==> config.mk <==
export PLATFORM = sky130hd
export DESIGN_NAME = mc_ctrl
export DESIGN_NICKNAME = d
export VERILOG_FILES = /design/src/rtl/mc_ctrl.sv
export SDC_FILE = /design/constraint.sdc
export NUM_CORES = 1
export LEC_CHECK = 0
export ABC_AREA = 1
export BUFFER_PORTS_ARGS = -buffer_cell sky130_fd_sc_hd__buf_2
export CAP_MARGIN = 20
export CORE_MARGIN = 3
export CORE_UTILIZATION = 45
export CTS_CLUSTER_SIZE = 40
export DETAILED_ROUTE_END_ITERATION = 16
export PLACE_DENSITY = 0.72
export SKIP_CTS_REPAIR_TIMING = 1
export SLEW_MARGIN = 40
export SYNTH_ARGS = -nofsm -noshare
export SYNTH_HDL_FRONTEND = slang
export SYNTH_SLANG_ARGS = --single-unit
export TNS_END_PERCENT = 30
==> constraint.sdc <==
create_clock -name clk -period 1.58 [get_ports clk]
set_input_delay 0.079 -clock clk [delete_from_list [all_inputs] [get_ports clk]]
set_output_delay 0.079 -clock clk [all_outputs]
set_load 0.01 [all_outputs]
==> src/rtl/mc_ctrl.sv <==
// mc_ctrl: multi-cycle MIPS control unit.
// Sequences each instruction through FETCH/DECODE/EXEC/MEM/WB, decodes the
// datapath strobes and selects from the current state and the IR fields, and
// counts retired (defined) instructions.
module mc_ctrl (
  input  logic        clk,
  input  logic        reset,
  input  logic [5:0]  opcode,
  input  logic [5:0]  funct,
  input  logic        zero,
  output logic        pcwr,
  output logic        irwr,
  output logic        regwr,
  output logic        memwr,
  output logic [1:0]  npc_sel,
  output logic [1:0]  regdst,
  output logic [1:0]  memtoreg,
  output logic        alusrc,
  output logic        extop,
  output logic [1:0]  aluop,
  output logic [2:0]  state,
  output logic [31:0] retired
);

  typedef enum logic [2:0] {
    S_FETCH  = 3'd0,
    S_DECODE = 3'd1,
    S_EXEC   = 3'd2,
    S_MEM    = 3'd3,
    S_WB     = 3'd4
  } state_t;

  state_t      state_q, state_d;
  logic [31:0] retired_q, retired_d;
  logic        retire_s;

  // Instruction decode from the IR fields
  logic is_rtype_s, is_addu_s, is_subu_s, is_jr_s;
  logic is_ori_s, is_lw_s, is_sw_s, is_beq_s, is_lui_s, is_j_s, is_jal_s;
  logic is_def_s;

  assign is_rtype_s = (opcode == 6'b000000);
  assign is_addu_s  = is_rtype_s && (funct == 6'b100001);
  assign is_subu_s  = is_rtype_s && (funct == 6'b100011);
  assign is_jr_s    = is_rtype_s && (funct == 6'b001000);
  assign is_ori_s   = (opcode == 6'b001101);
  assign is_lw_s    = (opcode == 6'b100011);
  assign is_sw_s    = (opcode == 6'b101011);
  assign is_beq_s   = (opcode == 6'b000100);
  assign is_lui_s   = (opcode == 6'b001111);
  assign is_j_s     = (opcode == 6'b000010);
  assign is_jal_s   = (opcode == 6'b000011);
  assign is_def_s   = is_addu_s | is_subu_s | is_jr_s | is_ori_s | is_lw_s |
                      is_sw_s | is_beq_s | is_lui_s | is_j_s | is_jal_s;

  // Next-state and output decode; reset forces every control output low
  always_comb begin
    state_d  = S_FETCH;
    retire_s = 1'b0;
    pcwr     = 1'b0;
    irwr     = 1'b0;
    regwr    = 1'b0;
    memwr    = 1'b0;
    npc_sel  = 2'b00;
    regdst   = 2'b00;
    memtoreg = 2'b00;
    alusrc   = 1'b0;
    extop    = 1'b0;
    aluop    = 2'b00;
    if (reset) begin
      state_d = S_FETCH;
    end else begin
      case (state_q)
        S_FETCH: begin
          irwr    = 1'b1;
          pcwr    = 1'b1;
          npc_sel = 2'b00;
          state_d = S_DECODE;
        end
        S_DECODE: begin
          if (is_j_s || is_jal_s) begin
            pcwr     = 1'b1;
            npc_sel  = 2'b10;
            regwr    = is_jal_s;
            regdst   = is_jal_s ? 2'b10 : 2'b00;
            memtoreg = is_jal_s ? 2'b10 : 2'b00;
            retire_s = 1'b1;
            state_d  = S_FETCH;
          end else if (is_jr_s) begin
            pcwr     = 1'b1;
            npc_sel  = 2'b11;
            retire_s = 1'b1;
            state_d  = S_FETCH;
          end else if (is_def_s) begin
            state_d = S_EXEC;
          end else begin
            state_d = S_FETCH;
          end
        end
        S_EXEC: begin
          if (is_beq_s) begin
            aluop    = 2'b01;
            npc_sel  = 2'b01;
            pcwr     = zero;
            extop    = 1'b1;
            retire_s = 1'b1;
            state_d  = S_FETCH;
          end else if (is_lw_s || is_sw_s) begin
            alusrc  = 1'b1;
            extop   = 1'b1;
            state_d = S_MEM;
          end else if (is_addu_s) begin
            state_d = S_WB;
          end else if (is_subu_s) begin
            aluop   = 2'b01;
            state_d = S_WB;
          end else if (is_ori_s) begin
            aluop   = 2'b10;
            alusrc  = 1'b1;
            state_d = S_WB;
          end else if (is_lui_s) begin
            aluop   = 2'b11;
            alusrc  = 1'b1;
            state_d = S_WB;
          end else begin
            state_d = S_FETCH;
          end
        end
        S_MEM: begin
          // Address computation stays on the ALU through the memory access
          alusrc = 1'b1;
          extop  = 1'b1;
          if (is_sw_s) begin
            memwr    = 1'b1;
            retire_s = 1'b1;
            state_d  = S_FETCH;
          end else if (is_lw_s) begin
            state_d = S_WB;
          end else begin
            state_d = S_FETCH;
          end
        end
        S_WB: begin
          regwr = 1'b1;
          if (is_lw_s) begin
            memtoreg = 2'b01;
          end else if (is_addu_s || is_subu_s) begin
            regdst = 2'b01;
          end else begin
            regdst = 2'b00;
          end
          retire_s = is_def_s;
          state_d  = S_FETCH;
        end
        default: begin
          state_d = S_FETCH;
        end
      endcase
    end
  end

  // Retirement counter next value; wraps naturally at 32 bits
  always_comb begin
    retired_d = retired_q;
    if (retire_s) begin
      retired_d = retired_q + 32'd1;
    end else begin
      retired_d = retired_q;
    end
  end

  // State and retirement registers with synchronous reset
  always_ff @(posedge clk) begin
    if (reset) begin
      state_q   <= S_FETCH;
      retired_q <= 32'd0;
    end else begin
      state_q   <= state_d;
      retired_q <= retired_d;
    end
  end

  assign state   = state_q;
  assign retired = retired_q;

endmodule

==> flow_summary_export.csv, run 1 <==
group,metric,value,unit
critical_path,worst_setup_path_start_kind,"flip-flop",
clock_network,clock_sinks,35,
placed_design,place_congestion,0.952,
critical_path,cp_max_fo,3,
floorplanning,core-area,5610,um2
power,irDropWorstVdd,0.000474,V
critical_path,cp_cell_sequence,"inv_2 -> nand3_2 -> buf_6 -> or2_4 -> a31oi_1 -> buf_2",
finish,regArea,724,um2
finish,multi_input_area,1810,um2
floorplanning,start_util,0.476,
critical_path,r2r_start,"state[0]$_SDFF_PP0_",
logic_synthesis,syn_area_per_cell,5.95,um2
timing,fmax,635,MHz
logic_synthesis,synth-seq-area-share,0.262,
global_routing,use_met1,0.271,
critical_path,worst_path_largest_cell_delay,0.33,ns
power,totalPowerFinal,0.00186,W
timing,tightest_slew,0.431,ns
drt,post-route-drc-count,0,
drt,vias,3224,
logic_synthesis,synth-seq-cells,35,
drt,wl_per_cell,12.8,um
run_status,status,"finished clean",
global_routing,grt_use_met3,0.0337,
power,powerDensity,512,nW/um2
global_routing,antenna_found_initial,0,
worst_hold_path,min_to,"retired[6]$_SDFFE_PP0P_",
timing,fin_worst_skew,0.00933,ns
floorplanning,core.rowCount,27,
drt,firstDrtPassIters,5,
logic_synthesis,synthDistinctLibCells,32,
finish,final_cell_mix,"nand2_1, nor2_1, buf_2",
timing,setup_viol,0,
critical_path,worst-r2r-setup-slack,0.02,ns
placed_design,dp_hpwl,5450,um
logic_synthesis,netlist_instances,449,
finish,final_layout_size_suffix_gt1_frac,0.346,
logic_synthesis,synth_top_family_by_area,"simple AND/OR/NAND/NOR gates",
timing,slew_headroom,0.713,
critical_path,worst_path_max_delay_cell,"dfxtp_2",
global_routing,first_global_vias,2816,
drt,drt_iter0_markers,222,
global_routing,grtUsageMet2,0.367,
floorplanning,die-area,6890,um2
global_routing,grt_pass1_wl,12500,um
clock_network,clock_latency,0.30,ns
drt,drt-total-wl,7870,um
flow_run,drv_cap,0,
timing,min_period,1.57,ns
timing,rsz0062_at_grt,"true",
floorplanning,io_pins,64,
critical_path,required,1.50,ns
placed_design,port_buffers,63,
worst_hold_path,min_path_cells,4,
clock_network,h-tree-depth,2,
finish,layout.cells.most_common,"nand2_1",
timing,finalMaxSlewViolations,0,
floorplanning,die_w,83.0,um
critical_path,worst_r2r_path_depth,9,
global_routing,grt_usage,0.212,
timing,finalHoldViolCount,0,
critical_path,critPathKind,"reg -> out",
logic_synthesis,synth_area,2670,um2
timing,whs,0.260,ns
clock_network,cts-root-buf,"clkbuf_8",
critical_path,arrival,1.49,ns
finish,instances_no_fill,613,
clock_network,clkSlewWorstSetupHoldPaths,0.07,ns
power,leakage,1.64,nW
finish,final_util,0.649,
drt,ant_nets,0,
floorplanning,die_h,83.0,um
placed_design,dp.cells,599,
clock_network,cts_tree,"built",
logic_synthesis,synthAdderAreaFrac,0.00469,
logic_synthesis,synthMuxAreaShare,0,
worst_hold_path,min_from,"reset",
logic_synthesis,synth_compound_area_frac,0.0675,
clock_network,cts_buffer_depth,2,
placed_design,dpl-instance-area,3220,um2
logic_synthesis,ys_warn_count,0,
logic_synthesis,synth-simple-area-share,0.521,
finish,fin_nets,557,
global_routing,grt_busiest_layer,"met2",
finish,fill_cells,515,
finish,final_cell_area,3640,um2
finish,syn_to_final_growth,36.3,%
timing,fin_crit_sh,0.996,
critical_path,r2r-end,"retired[24]$_SDFFE_PP0P_",
clock_network,cts_buffers,5,
global_routing,grt_max_degree,39,
worst_hold_path,hold_class,"in -> reg",
logic_synthesis,synth_xor_area_frac,0.0197,
logic_synthesis,synth_nets,465,
critical_path,end_kind,"output port",
finish,n_antenna_cell,0,
global_routing,grt_overflow,0,
drt,vias_per_cell,5.26,
registers in the layout, indices dropped and copies added, names as in the netlist:
name,flops
retired,32
state,3
synthesized netlist by cell type, drive strengths merged:
cell type	number	area (um2)
o2111ai	1	8.76
a2bb2oi	1	8.76
inv	56	210
xor2	5	43.8
a31oi	2	12.5
buf	12	109
nand3b	10	75.1
nand4	27	169
nor3	9	50.1
o21ai	3	15.0
nor2	87	364
nand3	32	190
a21oi	18	90.1
or2	1	6.26
clkbuf	4	15.0
dfxtp	35	701
ha	1	12.5
nand2	136	523
nor4	2	12.5
xnor2	1	8.76
o21bai	6	45.0
report_power, final:
part / internal (W) / switching [W] / leakage (nW) / total (W)
Combinational: 0.0000707 / 0.000110 / 1.30 / 0.000181
Sequential: 0.000879 / 0.00000303 / 0.289 / 0.000882
Clock: 0.000463 / 0.000339 / 0.0513 / 0.000801
Total: 0.00141 / 0.000452 / 1.64 / 0.00186
logic make-up (layout without fill, tap and decap cells):
family                     after synthesis  count (layout)
buffers and inverters                   72             163
AOI/OAI and AO/OA                       31              31
DFF                                     35              35
and+or+nand+nor                        304             305
adders and majority gates                1               1
xor gates and xnor gates                 6               6
metrics by stage:
step	TNS, ns	setup slack [ns]
4_1_cts	-0.932	-0.0697
5_1_grt	-1.22	-0.101
2_1_floorplan	0	0.0190
3_3_place_gp	-0.716	-0.0594
6_report	0	0.00620
3_5_place_dp	-1.50	-0.119
worst max path at each step:
stage	slack (ns)	startpoint	end
CTS	-0.07	state[1]$_SDFF_PP0_	retired[23]$_SDFFE_PP0P_
global route	-0.10	retired[7]$_SDFFE_PP0P_	retired[22]$_SDFFE_PP0P_
floorplan	0.02	state[2]$_SDFF_PP0_	retired[21]$_SDFFE_PP0P_
finish	0.006	state[2]$_SDFF_PP0_	alusrc
global placement	-0.06	opcode[4]	retired[5]$_SDFFE_PP0P_
detailed placement	-0.12	opcode[4]	retired[28]$_SDFFE_PP0P_
critical path: cells and delay by family (launching register included):
| kind | cells | cell delay (ns) |
|---|---|---|
| buffers and inverters | 3 | 0.37 |
| AND/OR/NAND/NOR | 2 | 0.35 |
| flip-flops | 1 | 0.33 |
| AO/OA/AOI/OAI | 1 | 0.16 |
per-layer routing:
layer	wire [um]	vias up	part of all wire
li1	-	1634	-
met2	3720	131	0.47
met5	0	-	0
met3	453	15	0.058
met1	3560	1444	0.45
met4	132	0	0.017
cell type report:
type                       count  share of cell area
multi-input combinational    343               0.498
clock buffer                   6              0.0199
timing repair buffer         100               0.192
tap                           72              0.0248
clock inverter                 1             0.00825
inverter                      56              0.0578
sequential                    35               0.199
No activity file was read; power rests on OpenSTA's default activity.
==> inputs of run 2 (changes only) <==
--- a/config.mk
+++ b/config.mk
@@ -12,7 +12,7 @@
 export CORE_UTILIZATION = 45
 export CTS_CLUSTER_SIZE = 40
 export DETAILED_ROUTE_END_ITERATION = 16
-export PLACE_DENSITY = 0.72
+export PLACE_DENSITY = 0.73
 export SKIP_CTS_REPAIR_TIMING = 1
 export SLEW_MARGIN = 40
 export SYNTH_ARGS = -nofsm -noshare
==> run 2 against run 1 <==
The run now ends with negative setup slack left. Maximum frequency shrank 0.51%. Die area is the same. Critical path depth grew 1. Global-route usage is essentially flat. Combinational power is essentially flat. Power shrank 8.4%.
==> flow_summary_export.csv, run 2 (same netlist as run 1, synthesis figures left out) <==
group,metric,value,unit
floorplanning,start_util,0.476,
floorplanning,die_w,83.0,um
critical_path,cp_max_fo,3,
global_routing,antenna_found_initial,0,
timing,fmax,632,MHz
drt,vias,3263,
critical_path,crit_top_cell,"buf_4",
timing,finalMaxSlewViolations,0,
timing,fin_crit_sh,1.00,
finish,final_cell_mix,"nand2_1, nor2_1, buf_2",
timing,setup_ws,-0.00183,ns
floorplanning,io_pins,64,
critical_path,worst-r2r-setup-slack,0.01,ns
critical_path,arrival,1.50,ns
clock_network,clock_sinks,35,
clock_network,clock_latency,0.29,ns
drt,firstDrtPassIters,4,
finish,n_antenna_cell,0,
drt,wl_per_cell,12.9,um
drt,vias_per_cell,5.22,
finish,layout.cells.most_common,"nand2_1",
clock_network,clkSlewWorstSetupHoldPaths,0.07,ns
timing,tightest_slew,0.400,ns
floorplanning,die-area,6890,um2
critical_path,path_delay_family,"buffers and inverters",
finish,final_layout_size_suffix_gt1_frac,0.356,
drt,drt-total-wl,8050,um
critical_path,end_kind,"output port",
global_routing,grt_overflow,0,
global_routing,first_global_vias,2946,
clock_network,cts_buffer_depth,2,
critical_path,worst_setup_path_start_kind,"flip-flop",
placed_design,place_congestion,0.915,
critical_path,cp.depth,7,
clock_network,cts_tree,"built",
critical_path,worst_r2r_path_depth,10,
timing,fin_worst_skew,0.00436,ns
finish,syn_to_final_growth,38.4,%
timing,rsz0062_at_grt,"true",
worst_hold_path,hold_class,"in -> reg",
critical_path,worst_path_largest_cell_delay,0.36,ns
critical_path,r2r-end,"retired[22]$_SDFFE_PP0P_",
critical_path,required,1.50,ns
run_status,violations,"negative setup slack",
worst_hold_path,min_to,"retired[14]$_SDFFE_PP0P_",
worst_hold_path,min_path_cells,5,
drt,ant_nets,0,
drt,drt_iter0_markers,197,
floorplanning,core.rowCount,27,
flow_run,drv_cap,0,
worst_hold_path,min_from,"reset",
clock_network,cts-root-buf,"clkbuf_8",
finish,largest_reg_flops,32,
placed_design,port_buffers,63,
critical_path,cp_cell_sequence,"inv_2 -> buf_4 -> nor3_4 -> buf_4 -> nand4_1 -> o21ai_1 -> buf_2",
run_status,status,"finished, violations left",
placed_design,pre_cts_slack,-0.111,ns
finish,fin_nets,568,
global_routing,grt_usage,0.212,
timing,setup_viol,1,
floorplanning,die_h,83.0,um
power,irDropWorstVdd,0.000400,V
critical_path,critPathBufInv,4,
critical_path,worst_path_max_delay_cell,"dfxtp_2",
power,powerDensity,462,nW/um2
timing,finalHoldViolCount,0,
global_routing,grt_max_degree,39,
finish,final_util,0.659,
drt,post-route-drc-count,0,
critical_path,r2r_start,"retired[7]$_SDFFE_PP0P_",
global_routing,grt_pass1_wl,12600,um
power,leakage,1.67,nW
timing,slew_headroom,0.733,
critical_path,critPathKind,"reg -> out",
clock_network,h-tree-depth,2,
floorplanning,core-area,5610,um2
placed_design,dp_hpwl,5530,um
timing,min_period,1.58,ns
clock_network,cts_buffers,5,
run 2: layout make-up:
type / count / area, um2
Inverter: 56 / 210
Timing Repair Buffer: 111 / 762
Multi-Input combinational cell: 343 / 1830
Fill cell: 531 / 1910
Clock inverter: 1 / 5.00
Clock buffer: 7 / 76.3
Tap cell: 72 / 90.1
Sequential cell: 35 / 723
run 2: routing by layer:
layer	vias up	GRT usage	wire length, um
met2	117	0.346	3980
met1	1489	0.278	3430
met3	12	0.0367	520
met4	0	0.0817	119
met5	-	0	0
li1	1645	-	-
run 2: worst max-delay path by stage:
stage	startpoint	slack, ns	end
after detailed placement	opcode[4]	-0.11	retired[31]$_SDFFE_PP0P_
final	state[0]$_SDFF_PP0_	-0.002	regwr
after floorplan	state[2]$_SDFF_PP0_	0.02	retired[21]$_SDFFE_PP0P_
after CTS	state[2]$_SDFF_PP0_	-0.07	retired[31]$_SDFFE_PP0P_
after global placement	opcode[4]	-0.05	retired[24]$_SDFFE_PP0P_
after global routing	retired[7]$_SDFFE_PP0P_	-0.13	retired[22]$_SDFFE_PP0P_
run 2: per-stage QoR:
step	instances	cell area (um2)	hold slack, ns	power, W	TNS, ns
6_report	625	3700	0.221	0.00171	-0.00183
5_1_grt	625	3700	0.245	0.00177	-1.45
4_1_cts	616	3360	0.220	0.00170	-0.984
3_5_place_dp	608	3280	0.497	0.00107	-1.39
3_3_place_gp	608	3280	0.482	0.00106	-0.633
2_1_floorplan	449	2670	0.212	0.00100	0
run 2: power breakdown:
part	internal, W	leakage, nW	total, W	switching [W]
Clock	0.000310	0.0422	0.000646	0.000336
Sequential	0.000881	0.290	0.000884	0.00000338
Combinational	0.0000678	1.34	0.000178	0.000110
Total	0.00126	1.67	0.00171	0.000450
run 2: worst reg2reg max path: cells and delay by family (launching register included):
kind,cells,cell delay [ns]
flops,1,0.35
simple gates,8,1.01
buf+inv,2,0.14
==> inputs of run 3 (changes only) <==
--- a/config.mk
+++ b/config.mk
@@ -5,14 +5,14 @@
 export SDC_FILE = /design/constraint.sdc
 export NUM_CORES = 1
 export LEC_CHECK = 0
-export ABC_AREA = 1
+export ABC_CLOCK_PERIOD_IN_PS = 1580
 export BUFFER_PORTS_ARGS = -buffer_cell sky130_fd_sc_hd__buf_2
 export CAP_MARGIN = 20
 export CORE_MARGIN = 3
 export CORE_UTILIZATION = 45
 export CTS_CLUSTER_SIZE = 40
 export DETAILED_ROUTE_END_ITERATION = 16
-export PLACE_DENSITY = 0.73
+export PLACE_DENSITY = 0.75
 export SKIP_CTS_REPAIR_TIMING = 1
 export SLEW_MARGIN = 40
 export SYNTH_ARGS = -nofsm -noshare
==> constraint.sdc (replaced) <==
create_clock -name clk -period 1.58 [get_ports clk]
set_input_delay 0.316 -clock clk [delete_from_list [all_inputs] [get_ports clk]]
set_output_delay 0.316 -clock clk [all_outputs]
set_load 0.01 [all_outputs]
==> run 3 against run 2 <==
The run still ends with negative setup slack left. Clock power down 1%. First-iteration DRC count increased by 3.6%. Register-to-register slack lost 0.59 ns. Final area shrank 5.9%. Non-clock buffer count increased by 46. Count of clock-buffer cells in the layout down 2. Largest power group unchanged. Synthesized cell count is 41% lower. Largest cell class unchanged. Final cell count is 26% lower. Critical path type is now in -> reg. Worst setup slack worse by 0.73 ns. Maximum frequency down 32%. Core utilization rose by 12 points.
==> flow_summary_export.csv, run 3 <==
group,metric,value,unit
run_status,status,"finished, violations left",
run_status,violations,"negative setup slack",
flow_run,drv_cap,0,
logic_synthesis,synthDistinctLibCells,59,
placed_design,place_congestion,0.946,
power,totalPowerFinal,0.00173,W
drt,vias_per_cell,5.95,
timing,fin_crit_sh,1.46,
logic_synthesis,synth_area,2120,um2
worst_hold_path,hold_class,"reg -> reg",
logic_synthesis,async_flop_share,0,
power,powerDensity,496,nW/um2
clock_network,clkSlewWorstSetupHoldPaths,0.07,ns
finish,multi_input_area,1540,um2
finish,largest_reg_flops,32,
drt,drt_iter0_markers,204,
finish,final_cell_area,3480,um2
drt,routed.top_layer,"met4",
critical_path,arrival,2.54,ns
global_routing,antenna_found_initial,0,
global_routing,first_global_vias,2459,
timing,slew_headroom,0.733,
timing,fmax,433,MHz
logic_synthesis,synth-seq-area-share,0.330,
logic_synthesis,synth_nets,279,
power,sw_frac_of_total,0.259,
floorplanning,die_h,74.7,um
timing,tightest_slew,0.397,ns
floorplanning,core.rowCount,24,
logic_synthesis,synth_flop_cell,"dfxtp_1",
power,seq_power_share,0.514,
finish,fin_nets,428,
global_routing,grt_pass1_wl,10600,um
timing,min_period,2.31,ns
clock_network,clock_latency,0.29,ns
clock_network,cts_tree,"built",
floorplanning,die_w,74.7,um
finish,syn_to_final_growth,63.8,%
logic_synthesis,netlist_instances,263,
logic_synthesis,synth_edf_count,0,
clock_network,cts-root-buf,"clkbuf_8",
timing,fin_worst_skew,0.00493,ns
placed_design,port_buffers,63,
finish,fill_cells,299,
critical_path,required,1.81,ns
logic_synthesis,yosys-top-cells-area,"dfxtp_1, a21oi_1, o31ai_1",
critical_path,cp_max_fo,4,
drt,ant_nets,0,
drt,met1Wirelength,3130,um
power,irDropWorstVdd,0.000543,V
drt,met3_length,538,um
critical_path,worst_setup_path_start_kind,"primary input",
logic_synthesis,synth-seq-cells,35,
drt,vias,2768,
clock_network,h-tree-depth,2,
drt,wl_per_cell,17.2,um
power,leakage,1.55,nW
timing,whs,0.484,ns
global_routing,grt_overflow,0,
logic_synthesis,synth.most_common_cell,"dfxtp_1",
drt,drt-total-wl,7980,um
power,p_int,0.00128,W
finish,regArea,702,um2
finish,layout.cells.most_common,"buf_4",
clock_network,cts_buffers,5,
power,pwr-share-comb,0.116,
timing,finalHoldViolCount,0,
power,switchingPower,0.000448,W
timing,finalMaxSlewViolations,0,
timing,setup_ws,-0.731,ns
floorplanning,start_util,0.478,
finish,final_layout_size_suffix_gt1_frac,0.516,
floorplanning,core-area,4440,um2
drt,post-route-drc-count,0,
clock_network,cts_buffer_depth,2,
finish,final_cell_mix,"buf_4, buf_2, dfxtp_1",
global_routing,grt_usage,0.243,
drt,wl_met2,4210,um
clock_network,clock_sinks,35,
logic_synthesis,synth_top_area_frac,0.330,
placed_design,dpl-instance-area,3120,um2
global_routing,grt_max_degree,28,
logic_synthesis,yosys-top-cells-count,"dfxtp_1, a21oi_1, nand2_1",
floorplanning,die-area,5580,um2
placed_design,dp_hpwl,5130,um
drt,firstDrtPassIters,4,
timing,setup_viol,46,
power,p_clk_frac,0.370,
floorplanning,io_pins,64,
logic_synthesis,syn_area_per_cell,8.08,um2
finish,n_antenna_cell,0,
timing,rsz0062_at_grt,"true",
logic_synthesis,ys_warn_count,0,
logic_synthesis,synth_top_area_cell,"dfxtp_1",
critical_path,critPathKind,"in -> reg",
finish,final_util,0.783,
critical_path,end_kind,"flip-flop",
-- run 3: area by class of cell --
class | count | area share
multi-input cells | 208 | 0.442
repair buffers | 157 | 0.308
flip-flops and latches | 35 | 0.202
clock buffers | 5 | 0.0198
well taps | 52 | 0.0187
inverters | 5 | 0.00539
clock inverters | 3 | 0.00431
-- run 3: kinds of logic after synthesis --
group           count (synthesis)  share of synthesized area
xor+xnor                        3                     0.0124
fa+ha+maj                       1                    0.00589
compound gates                 80                      0.263
flops                          35                      0.330
buf+inv                        21                     0.0442
mux                             1                    0.00471
simple gates                  122                      0.340
-- run 3: final timing paths --
check	start	cells after the start	end	slack (ns)
worst max-delay path	opcode[0]	8	retired[25]$_SDFFE_PP0P_	-0.73
worst min-delay path	retired[31]$_SDFFE_PP0P_	2	retired[31]$_SDFFE_PP0P_	0.48
worst max register to register	state[2]$_SDFF_PP0_	7	retired[25]$_SDFFE_PP0P_	-0.58
worst min register to register	retired[31]$_SDFFE_PP0P_	2	retired[31]$_SDFFE_PP0P_	0.48
-- run 3: worst max-delay path: stages --
cell and delay, ns:
buf_6 0.09, or4b_4 0.54, o41a_1 0.34, o32a_4 0.22
buf_6 0.14, a221o_2 0.38, or3_4 0.38, a21oi_2 0.13
-- run 3: per-layer routing --
layer	vias up	track usage
li1	1328	-
met1	1324	0.283
met2	101	0.452
met3	15	0.0441
met4	0	0.0731
met5	-	0
-- run 3: per-stage QoR --
stage          worst slack (ns)  setup TNS, ns  cells
5_1_grt                  -0.786         -26.76    465
4_1_cts                  -0.786         -25.48    459
6_report                 -0.731         -23.96    465
2_1_floorplan            -0.862         -25.95    263
3_5_place_dp              -1.08         -34.61    451
3_3_place_gp             -0.997         -33.13    451
-- run 3: power by group through the flow --
| stage | logic (W) | registers, W | clock network (W) |
|---|---|---|---|
| global route | 0.000214 | 0.000888 | 0.000691 |
| global placement | 0.000152 | 0.000908 | 0 |
| detailed placement | 0.000155 | 0.000908 | 0 |
| floorplan | 0.0000667 | 0.000908 | 0 |
| CTS | 0.000155 | 0.000888 | 0.000642 |
| finish | 0.000200 | 0.000888 | 0.000639 |
